$ cat src/rtl/t9990_bus_bridge_if.sv
// Signal bundle between the MSX cartridge I/O bus, the bus bridge and the T9990 CPU port.
// The bridge connects through the slave modport; the bus/VDP side uses master.
interface t9990_bus_bridge_if;
    logic       BUS_IORQ_n;
    logic       BUS_RD_n;
    logic       BUS_WR_n;
    logic       BUS_M1_n;
    logic [7:0] BUS_ADDR;
    logic [7:0] BUS_DIN;
    logic [7:0] BUS_DOUT;
    logic       BUS_DOUT_OE;
    logic       BUS_WAIT_n;
    logic       CSR_n;
    logic       CSW_n;
    logic [3:0] MODE;
    logic [7:0] CD_IN;
    logic [7:0] CD_OUT;
    logic       WAIT_n;

    modport slave (
        input  BUS_IORQ_n, BUS_RD_n, BUS_WR_n, BUS_M1_n, BUS_ADDR, BUS_DIN,
        input  CD_OUT, WAIT_n,
        output BUS_DOUT, BUS_DOUT_OE, BUS_WAIT_n,
        output CSR_n, CSW_n, MODE, CD_IN
    );

    modport master (
        output BUS_IORQ_n, BUS_RD_n, BUS_WR_n, BUS_M1_n, BUS_ADDR, BUS_DIN,
        output CD_OUT, WAIT_n,
        input  BUS_DOUT, BUS_DOUT_OE, BUS_WAIT_n,
        input  CSR_n, CSW_n, MODE, CD_IN
    );
endinterface

$ cat src/rtl/t9990_bus_bridge.sv
// Z80 I/O bus to T9990 CPU-port bridge: synchronises bus strobes, decodes a 16-port window
// and issues exactly one clean VDP read/write strobe per bus access, holding the Z80 in WAIT.
module t9990_bus_bridge #(
    parameter logic [7:0] BASE_ADDR     = 8'h60,
    parameter int         STROBE_CYCLES = 4
) (
    input  logic              CLK,
    input  logic              RESET_n,
    input  logic              ENABLE,
    t9990_bus_bridge_if.slave bus
);
    typedef enum logic [1:0] {
        IDLE   = 2'd0,
        STROBE = 2'd1,
        HOLD   = 2'd2
    } state_t;

    localparam logic [3:0] LAST_CNT = 4'(STROBE_CYCLES - 1);

    // Bit order: {IORQ_n, RD_n, WR_n, M1_n}
    logic [3:0] raw_strobes;
    logic [3:0] meta_reg;
    logic [3:0] sync_reg;

    assign raw_strobes = {bus.BUS_IORQ_n, bus.BUS_RD_n, bus.BUS_WR_n, bus.BUS_M1_n};

    generate
        for (genvar gi = 0; gi < 4; gi++) begin : g_sync
            always_ff @(posedge CLK or negedge RESET_n) begin
                if (!RESET_n) begin
                    meta_reg[gi] <= 1'b1;
                    sync_reg[gi] <= 1'b1;
                end else begin
                    meta_reg[gi] <= raw_strobes[gi];
                    sync_reg[gi] <= meta_reg[gi];
                end
            end
        end
    endgenerate

    logic sync_iorq_n;
    logic sync_rd_n;
    logic sync_wr_n;
    logic sync_m1_n;
    assign sync_iorq_n = sync_reg[3];
    assign sync_rd_n   = sync_reg[2];
    assign sync_wr_n   = sync_reg[1];
    assign sync_m1_n   = sync_reg[0];

    // RD and WR both asserted is treated as no access at all.
    logic hit;
    assign hit = !sync_iorq_n && sync_m1_n && (sync_rd_n ^ sync_wr_n)
              && (bus.BUS_ADDR[7:4] == BASE_ADDR[7:4]) && ENABLE;

    logic bus_released;
    assign bus_released = sync_iorq_n && sync_rd_n && sync_wr_n;

    state_t     state_reg, state_next;
    logic [3:0] cnt_reg, cnt_next;
    logic       is_read_reg, is_read_next;
    logic [3:0] mode_reg, mode_next;
    logic [7:0] cd_in_reg, cd_in_next;
    logic [7:0] dout_reg, dout_next;
    logic       csr_n_reg, csr_n_next;
    logic       csw_n_reg, csw_n_next;
    logic       bus_wait_n_reg, bus_wait_n_next;
    logic       dout_oe_reg, dout_oe_next;

    always_comb begin
        state_next   = state_reg;
        cnt_next     = cnt_reg;
        is_read_next = is_read_reg;
        mode_next    = mode_reg;
        cd_in_next   = cd_in_reg;
        dout_next    = dout_reg;

        unique case (state_reg)
            IDLE: begin
                if (hit) begin
                    state_next   = STROBE;
                    cnt_next     = 4'd0;
                    mode_next    = bus.BUS_ADDR[3:0];
                    is_read_next = !sync_rd_n;
                    if (!sync_wr_n) begin
                        cd_in_next = bus.BUS_DIN;
                    end
                end
            end
            STROBE: begin
                if (cnt_reg != 4'hF) begin
                    cnt_next = cnt_reg + 4'd1;
                end
                // WAIT_n is used unregistered so a VDP hold takes effect in the same cycle.
                if ((cnt_reg >= LAST_CNT) && bus.WAIT_n) begin
                    state_next = HOLD;
                    if (is_read_reg) begin
                        dout_next = bus.CD_OUT;
                    end
                end
            end
            HOLD: begin
                if (bus_released) begin
                    state_next = IDLE;
                end
            end
            default: state_next = IDLE;
        endcase

        // Outputs are registered from the next state so they change cleanly on the clock edge.
        csr_n_next      = !((state_next == STROBE) && is_read_next);
        csw_n_next      = !((state_next == STROBE) && !is_read_next);
        bus_wait_n_next = (state_next != STROBE);
        dout_oe_next    = (state_next == HOLD) && is_read_next;
    end

    always_ff @(posedge CLK or negedge RESET_n) begin
        if (!RESET_n) begin
            state_reg      <= IDLE;
            cnt_reg        <= 4'd0;
            is_read_reg    <= 1'b0;
            mode_reg       <= 4'd0;
            cd_in_reg      <= 8'h00;
            dout_reg       <= 8'hFF;
            csr_n_reg      <= 1'b1;
            csw_n_reg      <= 1'b1;
            bus_wait_n_reg <= 1'b1;
            dout_oe_reg    <= 1'b0;
        end else begin
            state_reg      <= state_next;
            cnt_reg        <= cnt_next;
            is_read_reg    <= is_read_next;
            mode_reg       <= mode_next;
            cd_in_reg      <= cd_in_next;
            dout_reg       <= dout_next;
            csr_n_reg      <= csr_n_next;
            csw_n_reg      <= csw_n_next;
            bus_wait_n_reg <= bus_wait_n_next;
            dout_oe_reg    <= dout_oe_next;
        end
    end

    assign bus.CSR_n       = csr_n_reg;
    assign bus.CSW_n       = csw_n_reg;
    assign bus.MODE        = mode_reg;
    assign bus.CD_IN       = cd_in_reg;
    assign bus.BUS_DOUT    = dout_reg;
    assign bus.BUS_DOUT_OE = dout_oe_reg;
    assign bus.BUS_WAIT_n  = bus_wait_n_reg;
endmodule

$ cat src/flat_wrapper.sv
// flat-port wrapper written by rule: the top's interface ports become plain ports
module t9990_bus_bridge_flat 
#(
    parameter logic [7:0] BASE_ADDR     = 8'h60,
    parameter int         STROBE_CYCLES = 4
)
  (CLK, RESET_n, ENABLE, bus_BUS_IORQ_n, bus_BUS_RD_n, bus_BUS_WR_n, bus_BUS_M1_n, bus_BUS_ADDR, bus_BUS_DIN, bus_CD_OUT, bus_WAIT_n, bus_BUS_DOUT, bus_BUS_DOUT_OE, bus_BUS_WAIT_n, bus_CSR_n, bus_CSW_n, bus_MODE, bus_CD_IN);
  t9990_bus_bridge_if bus_i ();
  input  logic CLK;
  input  logic RESET_n;
  input  logic ENABLE;
  input wire logic [$bits(bus_i.BUS_IORQ_n)-1:0] bus_BUS_IORQ_n;
  input wire logic [$bits(bus_i.BUS_RD_n)-1:0] bus_BUS_RD_n;
  input wire logic [$bits(bus_i.BUS_WR_n)-1:0] bus_BUS_WR_n;
  input wire logic [$bits(bus_i.BUS_M1_n)-1:0] bus_BUS_M1_n;
  input wire logic [$bits(bus_i.BUS_ADDR)-1:0] bus_BUS_ADDR;
  input wire logic [$bits(bus_i.BUS_DIN)-1:0] bus_BUS_DIN;
  input wire logic [$bits(bus_i.CD_OUT)-1:0] bus_CD_OUT;
  input wire logic [$bits(bus_i.WAIT_n)-1:0] bus_WAIT_n;
  output wire logic [$bits(bus_i.BUS_DOUT)-1:0] bus_BUS_DOUT;
  output wire logic [$bits(bus_i.BUS_DOUT_OE)-1:0] bus_BUS_DOUT_OE;
  output wire logic [$bits(bus_i.BUS_WAIT_n)-1:0] bus_BUS_WAIT_n;
  output wire logic [$bits(bus_i.CSR_n)-1:0] bus_CSR_n;
  output wire logic [$bits(bus_i.CSW_n)-1:0] bus_CSW_n;
  output wire logic [$bits(bus_i.MODE)-1:0] bus_MODE;
  output wire logic [$bits(bus_i.CD_IN)-1:0] bus_CD_IN;
  assign bus_i.BUS_IORQ_n = bus_BUS_IORQ_n;
  assign bus_i.BUS_RD_n = bus_BUS_RD_n;
  assign bus_i.BUS_WR_n = bus_BUS_WR_n;
  assign bus_i.BUS_M1_n = bus_BUS_M1_n;
  assign bus_i.BUS_ADDR = bus_BUS_ADDR;
  assign bus_i.BUS_DIN = bus_BUS_DIN;
  assign bus_i.CD_OUT = bus_CD_OUT;
  assign bus_i.WAIT_n = bus_WAIT_n;
  assign bus_BUS_DOUT = bus_i.BUS_DOUT;
  assign bus_BUS_DOUT_OE = bus_i.BUS_DOUT_OE;
  assign bus_BUS_WAIT_n = bus_i.BUS_WAIT_n;
  assign bus_CSR_n = bus_i.CSR_n;
  assign bus_CSW_n = bus_i.CSW_n;
  assign bus_MODE = bus_i.MODE;
  assign bus_CD_IN = bus_i.CD_IN;
  t9990_bus_bridge #(.BASE_ADDR(BASE_ADDR), .STROBE_CYCLES(STROBE_CYCLES)) u_core (.CLK(CLK), .RESET_n(RESET_n), .ENABLE(ENABLE), .bus(bus_i));
endmodule
$ cat config.mk
export PLATFORM = sky130hd
export DESIGN_NAME = t9990_bus_bridge_flat
export DESIGN_NICKNAME = d
export VERILOG_FILES = /design/src/rtl/t9990_bus_bridge_if.sv /design/src/rtl/t9990_bus_bridge.sv /design/src/flat_wrapper.sv
export SDC_FILE = /design/constraint.sdc
export NUM_CORES = 1
export LEC_CHECK = 0
export BUFFER_PORTS_ARGS = -buffer_cell sky130_fd_sc_hd__buf_2
export CAP_MARGIN = 0
export CORE_MARGIN = 2
export CORE_UTILIZATION = 48
export CTS_CLUSTER_SIZE = 24
export DETAILED_ROUTE_END_ITERATION = 8
export PLACE_DENSITY = 0.78
export SLEW_MARGIN = 20
export SYNTH_ARGS = -nofsm -noshare
export SYNTH_HDL_FRONTEND = slang
export SYNTH_SLANG_ARGS = --single-unit
$ cat constraint.sdc
create_clock -name CLK -period 2 [get_ports CLK]
set_clock_uncertainty 0.1 [all_clocks]
set_input_delay 0.3 -clock CLK [delete_from_list [all_inputs] [get_ports CLK]]
set_output_delay 0.3 -clock CLK [all_outputs]
set_load 0.02 [all_outputs]
==> results.py, run 1 <==
metrics = {
    "routing": {
        "drtAntennaViolNets": 0,
        "routed_wl_um": 2580,
        "drc": 0,
        "routed-via-count": 993,
        "wl_per_cell_um": 12.2,
        "via_per_inst": 4.71,
        "first_iter_violations": 11,
        "drtPass1Iterations": 3,
    },
    "synthesis": {
        "synthDistinctLibCells": 28,
        "synth_commonest_cells": "dfrtp_1, dfstp_2, mux2_2",
        "synthesis.area_um2": 1510,
        "synth.largest_area_cell": "dfrtp_1",
        "synth.top_cell.area_share_pct": 33.1,
        "async_flop_share_pct": 100,
        "synth_area_per_cell_um2": 15.3,
        "synth_cells": 99,
        "synth.area.top_cells": "dfrtp_1, dfstp_2, mux2_2",
        "yosys_warnings": 0,
        "yosysMostFrequentCell": "dfrtp_1",
        "synth_nets": 132,
        "synth_edf_count": 0,
        "yosys_register_bits": 39,
        "yosysSeqAreaShare_pct": 66.1,
        "synthFlopType": "dfrtp_1",
    },
    "clock_network": {
        "cts_tree": "yes",
        "post_cts_resized": 0,
        "cts_buffer_depth": 2,
        "cts_made_buffers": 5,
        "worstSkewPairLatency_ps": 330,
        "cts.clk_slew.worst_paths_ps": 110,
        "clock-sinks": 39,
        "htree_levels": 2,
        "cts_root_buf": "clkbuf_4",
    },
    "finish": {
        "drive_gt1_share_pct": 62.9,
        "nets": 199,
        "fin_cells": 211,
        "fillCellCount": 237,
        "diodes": 0,
        "area_delta_synth_final_pct": 29.6,
        "fin_area_um2": 1960,
    },
    "setup_path": {
        "worstPathArrival_ps": 1960,
        "worst_path_max_delay_cell": "dfstp_2",
        "startpoint": "u_core.sync_rd_n$_DFF_PN1_",
        "crit_chain": "xor2_1, nand4_1, or2_1, mux2_4",
        "critPathCapture": "u_core.bus.CD_IN[1]$_DFFE_PN0P_",
        "r2r_end": "u_core.bus.CD_IN[1]$_DFFE_PN0P_",
        "reg2reg_depth": 4,
        "crit_fanout": 9,
        "critical_path_class": "flop to flop",
        "slowest_delay_ps": 570,
        "worst_setup_path_start_kind": "flop",
        "r2r-start": "u_core.sync_rd_n$_DFF_PN1_",
        "endpoint_kind": "flop",
        "r2r_slack_ps": 170,
        "required_ps": 2120,
    },
    "placement": {
        "gp_congestion": 0.720,
        "hpwl_um": 1890,
        "pre_cts_ws_ps": 163,
        "place_inst": 198,
        "portBuffers": 55,
        "dpl-instance-area_um2": 1840,
    },
    "die": {
        "core_area_um2": 3030,
        "num_io_pins": 56,
        "dieArea_um2": 3620,
        "start_util_pct": 50.0,
        "dieWidth_um": 60.1,
        "die_y_um": 60.1,
        "num_rows": 20,
    },
    "timing": {
        "slew_viol_final": 0,
        "rsz0062_at_grt": "false",
        "finalSetupViolCount": 0,
        "worstMarginPinSlew_ps": 809,
        "setup_ws_ps": 165,
        "period_minus_slack_ps": 1830,
        "fmax_mhz": 545,
        "hold_viol_final": 0,
        "tns_ps": 0,
        "max_slew_margin_pct": 46.1,
        "min_period_over_period_pct": 91.7,
    },
    "global_routing": {
        "track_usage_pct": 16.1,
        "antenna_found_initial": 0,
        "grt-ovfl-total": 0,
        "grt_pass1_wl_um": 4160,
        "grt_pass1_vias": 981,
        "grt_max_degree": 40,
    },
    "min_path": {
        "hold_path_class": "input pin to flop",
        "hp-start": "bus_CD_OUT[2]",
    },
    "flow_run": {
        "cap_viol_max_count": 0,
    },
    "power": {
        "leakage_nw": 1.02,
        "power_density_nw_per_um2": 778,
        "irDropWorstVdd_uv": 405,
    },
    "outcome": {
        "status": "finished clean",
    },
}
metal layers:
metal | up-vias | wire length, µm | part of all wire (%) | GRT usage, %
met5 | - | 0 | 0 | 0
li1 | 481 | - | - | -
met4 | 0 | 27 | 1.0 | 4.76
met2 | 36 | 1330 | 51 | 28.3
met1 | 473 | 1060 | 41 | 17.7
met3 | 3 | 161 | 6.2 | 6.49
power breakdown:
group / internal [mW] / switching [mW] / total [mW]
Sequential: 0.849 / 0.0420 / 0.891
Clock: 0.207 / 0.228 / 0.435
Combinational: 0.0996 / 0.0991 / 0.199
Total: 1.16 / 0.369 / 1.52
cell type report:
| cell class | count | area [µm²] | area share [%] |
|---|---|---|---|
| timing repair buffer | 62 | 340 | 17.4 |
| tap | 44 | 55.1 | 2.81 |
| multi-input combinational | 54 | 482 | 24.6 |
| inverter | 4 | 15.0 | 0.766 |
| clock buffer | 8 | 68.8 | 3.51 |
| sequential | 39 | 1000 | 51.0 |
critical path: cells and delay by family (launching register included):
kind,cells,cell delay [ps]
flops,1,570
xor+xnor,1,150
simple gates,2,540
mux,1,370
worst min-delay path by stage:
stage,to,slack (ps),cells past startpoint
floorplan,u_core.bus.BUS_DOUT_OE$_DFF_PN0_,-100,0
global placement,u_core.sync_rd_n$_DFF_PN1_,250,0
detailed placement,u_core.sync_wr_n$_DFF_PN1_,250,0
CTS,u_core.bus.BUS_DOUT[2]$_DFFE_PN1P_,70,2
global route,u_core.bus.BUS_DOUT[2]$_DFFE_PN1P_,70,2
finish,u_core.bus.BUS_DOUT[2]$_DFFE_PN1P_,90,2
cells by family after synthesis:
kind of cell | synth area share (%)
flops | 66.1
mux | 16.9
simple gates | 8.02
compound gates | 4.96
buf+inv | 2.07
xor+xnor | 1.16
fa+ha+maj | 0.827
metrics by stage:
stage,total power [mW],util [%],hold WS (ps)
after global placement,1.09,60.8,247
after floorplan,1.01,-,-95.6
after global routing,1.61,64.8,66.9
final,1.52,64.8,88.8
after detailed placement,1.10,60.8,247
after CTS,1.55,64.8,70.3
placed cells by master (no fill, tap or decap), drive strengths merged:
cell / Yosys / routed
nand2: 4 / 4
dfrtp: 20 / 20
or2: 1 / 1
and4b: 1 / 1
ha: 1 / 1
o22ai: 1 / 1
nand2b: 3 / 3
a21boi: 1 / 1
o21ai: 3 / 3
dfstp: 19 / 19
mux2: 20 / 20
o21a: 2 / 2
and2: 1 / 1
nand3: 5 / 5
or3: 1 / 1
xnor2: 1 / 1
nand4: 1 / 1
buf: 2 / 57
o31ai: 1 / 1
nor2: 1 / 1
dlygate4sd3: 0 / 5
nor3: 1 / 1
a31o: 1 / 1
clkbuf: 0 / 8
o211ai: 2 / 2
nor3b: 1 / 1
inv: 4 / 4
xor2: 1 / 1
timing repair:
action                    4_1_cts  5_1_grt
hold buffers                    5        0
setup buffers                   0        0
hold endpoints to repair       24        0
Note: power is estimated with default switching activity, not from simulation.
==> run 2, diff against run 1 <==
Settings changed: ABC_AREA set to 1, PLACE_DENSITY 0.78 to 0.77.
==> results.py, run 2 <==
metrics = {
    "outcome": {
        "status": "finished clean",
    },
    "setup_path": {
        "endpoint_kind": "flop",
        "worstPathArrival_ps": 1850,
        "cpMostUsedCell": "nand2_1",
        "worst_path_max_delay_cell": "dfstp_2",
        "crit_family": "simple AND/OR/NAND/NOR gates",
        "worst_setup_path_start_kind": "flop",
        "critical_path_class": "flop to flop",
        "slowest_delay_ps": 560,
        "crit_fanout": 13,
        "crit_buf_inv": 2,
        "crit_chain": "inv_2, nand2_1, nand2_2, nor2_4, buf_4, nand3_1, nand2_1, nand2_1",
        "required_ps": 2140,
    },
    "power": {
        "leakage_nw": 1.11,
        "power_density_nw_per_um2": 751,
        "irDropWorstVdd_uv": 452,
    },
    "clock_network": {
        "cts.clk_slew.worst_paths_ps": 110,
        "clock-sinks": 39,
        "post_cts_resized": 0,
        "htree_levels": 2,
        "cts_tree": "yes",
        "cts_buffer_depth": 2,
        "post-cts-setup-buffers": 0,
        "cts_made_buffers": 5,
        "cts_root_buf": "clkbuf_4",
        "worstSkewPairLatency_ps": 330,
    },
    "min_path": {
        "hold_path_class": "input pin to flop",
    },
    "routing": {
        "routed_wl_um": 2930,
        "routed-via-count": 1272,
        "drtAntennaViolNets": 0,
        "drc": 0,
        "first_iter_violations": 80,
        "wl_per_cell_um": 10.5,
        "drtPass1Iterations": 4,
        "via_per_inst": 4.58,
    },
    "synthesis": {
        "synth.top_cell.area_share_pct": 31.5,
        "synthesis.area_um2": 1590,
        "synth_edf_count": 0,
        "yosys_warnings": 0,
        "synth_nets": 199,
        "yosysSeqAreaShare_pct": 62.9,
        "synth_area_per_cell_um2": 9.57,
        "synth.area.top_cells": "dfrtp_1, dfstp_2, nand2_1",
        "synthFlopType": "dfrtp_1",
        "synth_commonest_cells": "nand2_1, dfrtp_1, inv_1",
        "synth_cells": 166,
        "yosys_register_bits": 39,
        "async_flop_share_pct": 100,
        "synthDistinctLibCells": 19,
        "synth.largest_area_cell": "dfrtp_1",
        "yosysMostFrequentCell": "nand2_1",
    },
    "global_routing": {
        "grt_pass1_wl_um": 4800,
        "antenna_found_initial": 0,
        "grt-ovfl-total": 0,
        "track_usage_pct": 17.6,
        "grt_max_degree": 36,
        "grt_pass1_vias": 1187,
    },
    "flow_run": {
        "cap_viol_max_count": 0,
    },
    "finish": {
        "nets": 266,
        "diodes": 0,
        "layout_commonest_cell": "buf_2",
        "area_delta_synth_final_pct": 27.3,
        "final_cell_mix": "buf_2, nand2_1, inv_1, dfrtp_1, dfstp_2",
        "fin_cells": 278,
        "drive_gt1_share_pct": 40.2,
    },
    "timing": {
        "worstMarginPinSlew_ps": 729,
        "hold_viol_final": 0,
        "slew_viol_final": 0,
        "max_slew_margin_pct": 51.4,
        "rsz0062_at_grt": "false",
        "period_minus_slack_ps": 1710,
        "min_period_over_period_pct": 85.6,
        "finalSetupViolCount": 0,
        "tns_ps": 0,
        "fmax_mhz": 584,
    },
    "placement": {
        "hpwl_um": 2150,
        "portBuffers": 55,
        "place_inst": 265,
        "gp_congestion": 0.782,
    },
    "die": {
        "num_io_pins": 56,
        "die_y_um": 61.5,
        "core_area_um2": 3100,
        "dieWidth_um": 61.5,
        "num_rows": 20,
        "dieArea_um2": 3790,
        "start_util_pct": 51.2,
    },
}
==> run 2: cell count changes in the layout (fill, tap and decap cells not counted), moves of 3 or more <==
cell | previous run | this run
nor2_1 | 1 | 9
mux2_4 | 8 | 0
mux2_2 | 12 | 0
nand2_1 | 4 | 51
o21ai_0 | 3 | 0
o21ai_1 | 0 | 10
inv_1 | 4 | 20
nand2b_1 | 3 | 0
nand3_1 | 5 | 13
nand4_1 | 1 | 8
nand2_2 | 0 | 3
==> run 2: cells by family (layout without fill, tap and decap cells) <==
| family | after synthesis | in the layout | synth area share (%) |
|---|---|---|---|
| buffers and inverters | 25 | 93 | 6.61 |
| AO/OA/AOI/OAI | 11 | 11 | 3.86 |
| AND/OR/NAND/NOR | 90 | 90 | 25.8 |
| flip-flops | 39 | 39 | 62.9 |
| adder cells (fa/ha/maj) | 1 | 1 | 0.787 |
==> run 2: area by class of cell <==
cell class	count	area, µm²
Clock inverter	1	5.00
Inverter	21	78.8
Sequential cell	39	1000
Timing Repair Buffer	64	355
Fill cell	274	1080
Tap cell	44	55.1
Multi-Input combinational cell	102	484
Clock buffer	7	45.0
==> run 2: worst paths after layout <==
check                           cells past startpoint                         start                                 end  slack [ps]
min in group asynchronous                           2                       RESET_n     u_core.bus.CD_IN[7]$_DFFE_PN0P_         450
worst max register to register                      8    u_core.sync_wr_n$_DFF_PN1_     u_core.bus.CD_IN[7]$_DFFE_PN0P_         290
max in group asynchronous                           3                       RESET_n        u_core.sync_iorq_n$_DFF_PN1_         720
worst min-delay path                                3                 bus_CD_OUT[3]  u_core.bus.BUS_DOUT[3]$_DFFE_PN1P_          60
worst max-delay path                                8    u_core.sync_wr_n$_DFF_PN1_     u_core.bus.CD_IN[7]$_DFFE_PN0P_         290
worst min register to register                      0  u_core.meta_reg[3]$_DFF_PN1_        u_core.sync_iorq_n$_DFF_PN1_         260
==> run 2: report_power, final <==
group	switching, mW	internal, mW
logic	0.150	0.0964
clock network	0.231	0.137
registers	0.0351	0.869
==> run 2: worst min-delay path, stage by stage <==
cell and delay [ps]:
buf_2 90, inv_1 40, o21ai_1 60
==> run 2: per-stage QoR <==
stage / hold slack [ps] / setup slack (ps) / total power, mW / instance area [µm²] / util, %
after CTS: 47.4 / 282 / 1.54 / 2020 / 65.2
after global placement: 246 / 341 / 1.15 / 1920 / 62.0
final: 55.3 / 288 / 1.52 / 2020 / 65.2
after global routing: 53.7 / 195 / 1.60 / 2020 / 65.2
after floorplan: -95.6 / 593 / 1.05 / 1590 / -
after detailed placement: 247 / 287 / 1.16 / 1920 / 62.0
==> run 2: what timing repair did <==
item                                   4_1_cts  5_1_grt
hold buffers                                 5        0
endpoints found under the hold margin       24        0
setup endpoints to repair                    0        0
==> run 2: metal layers <==
layer	part of all wire, %	track usage [%]
met2	46	29.0
met4	0.68	8.81
met1	43	20.7
met5	0	0
met3	9.5	5.46
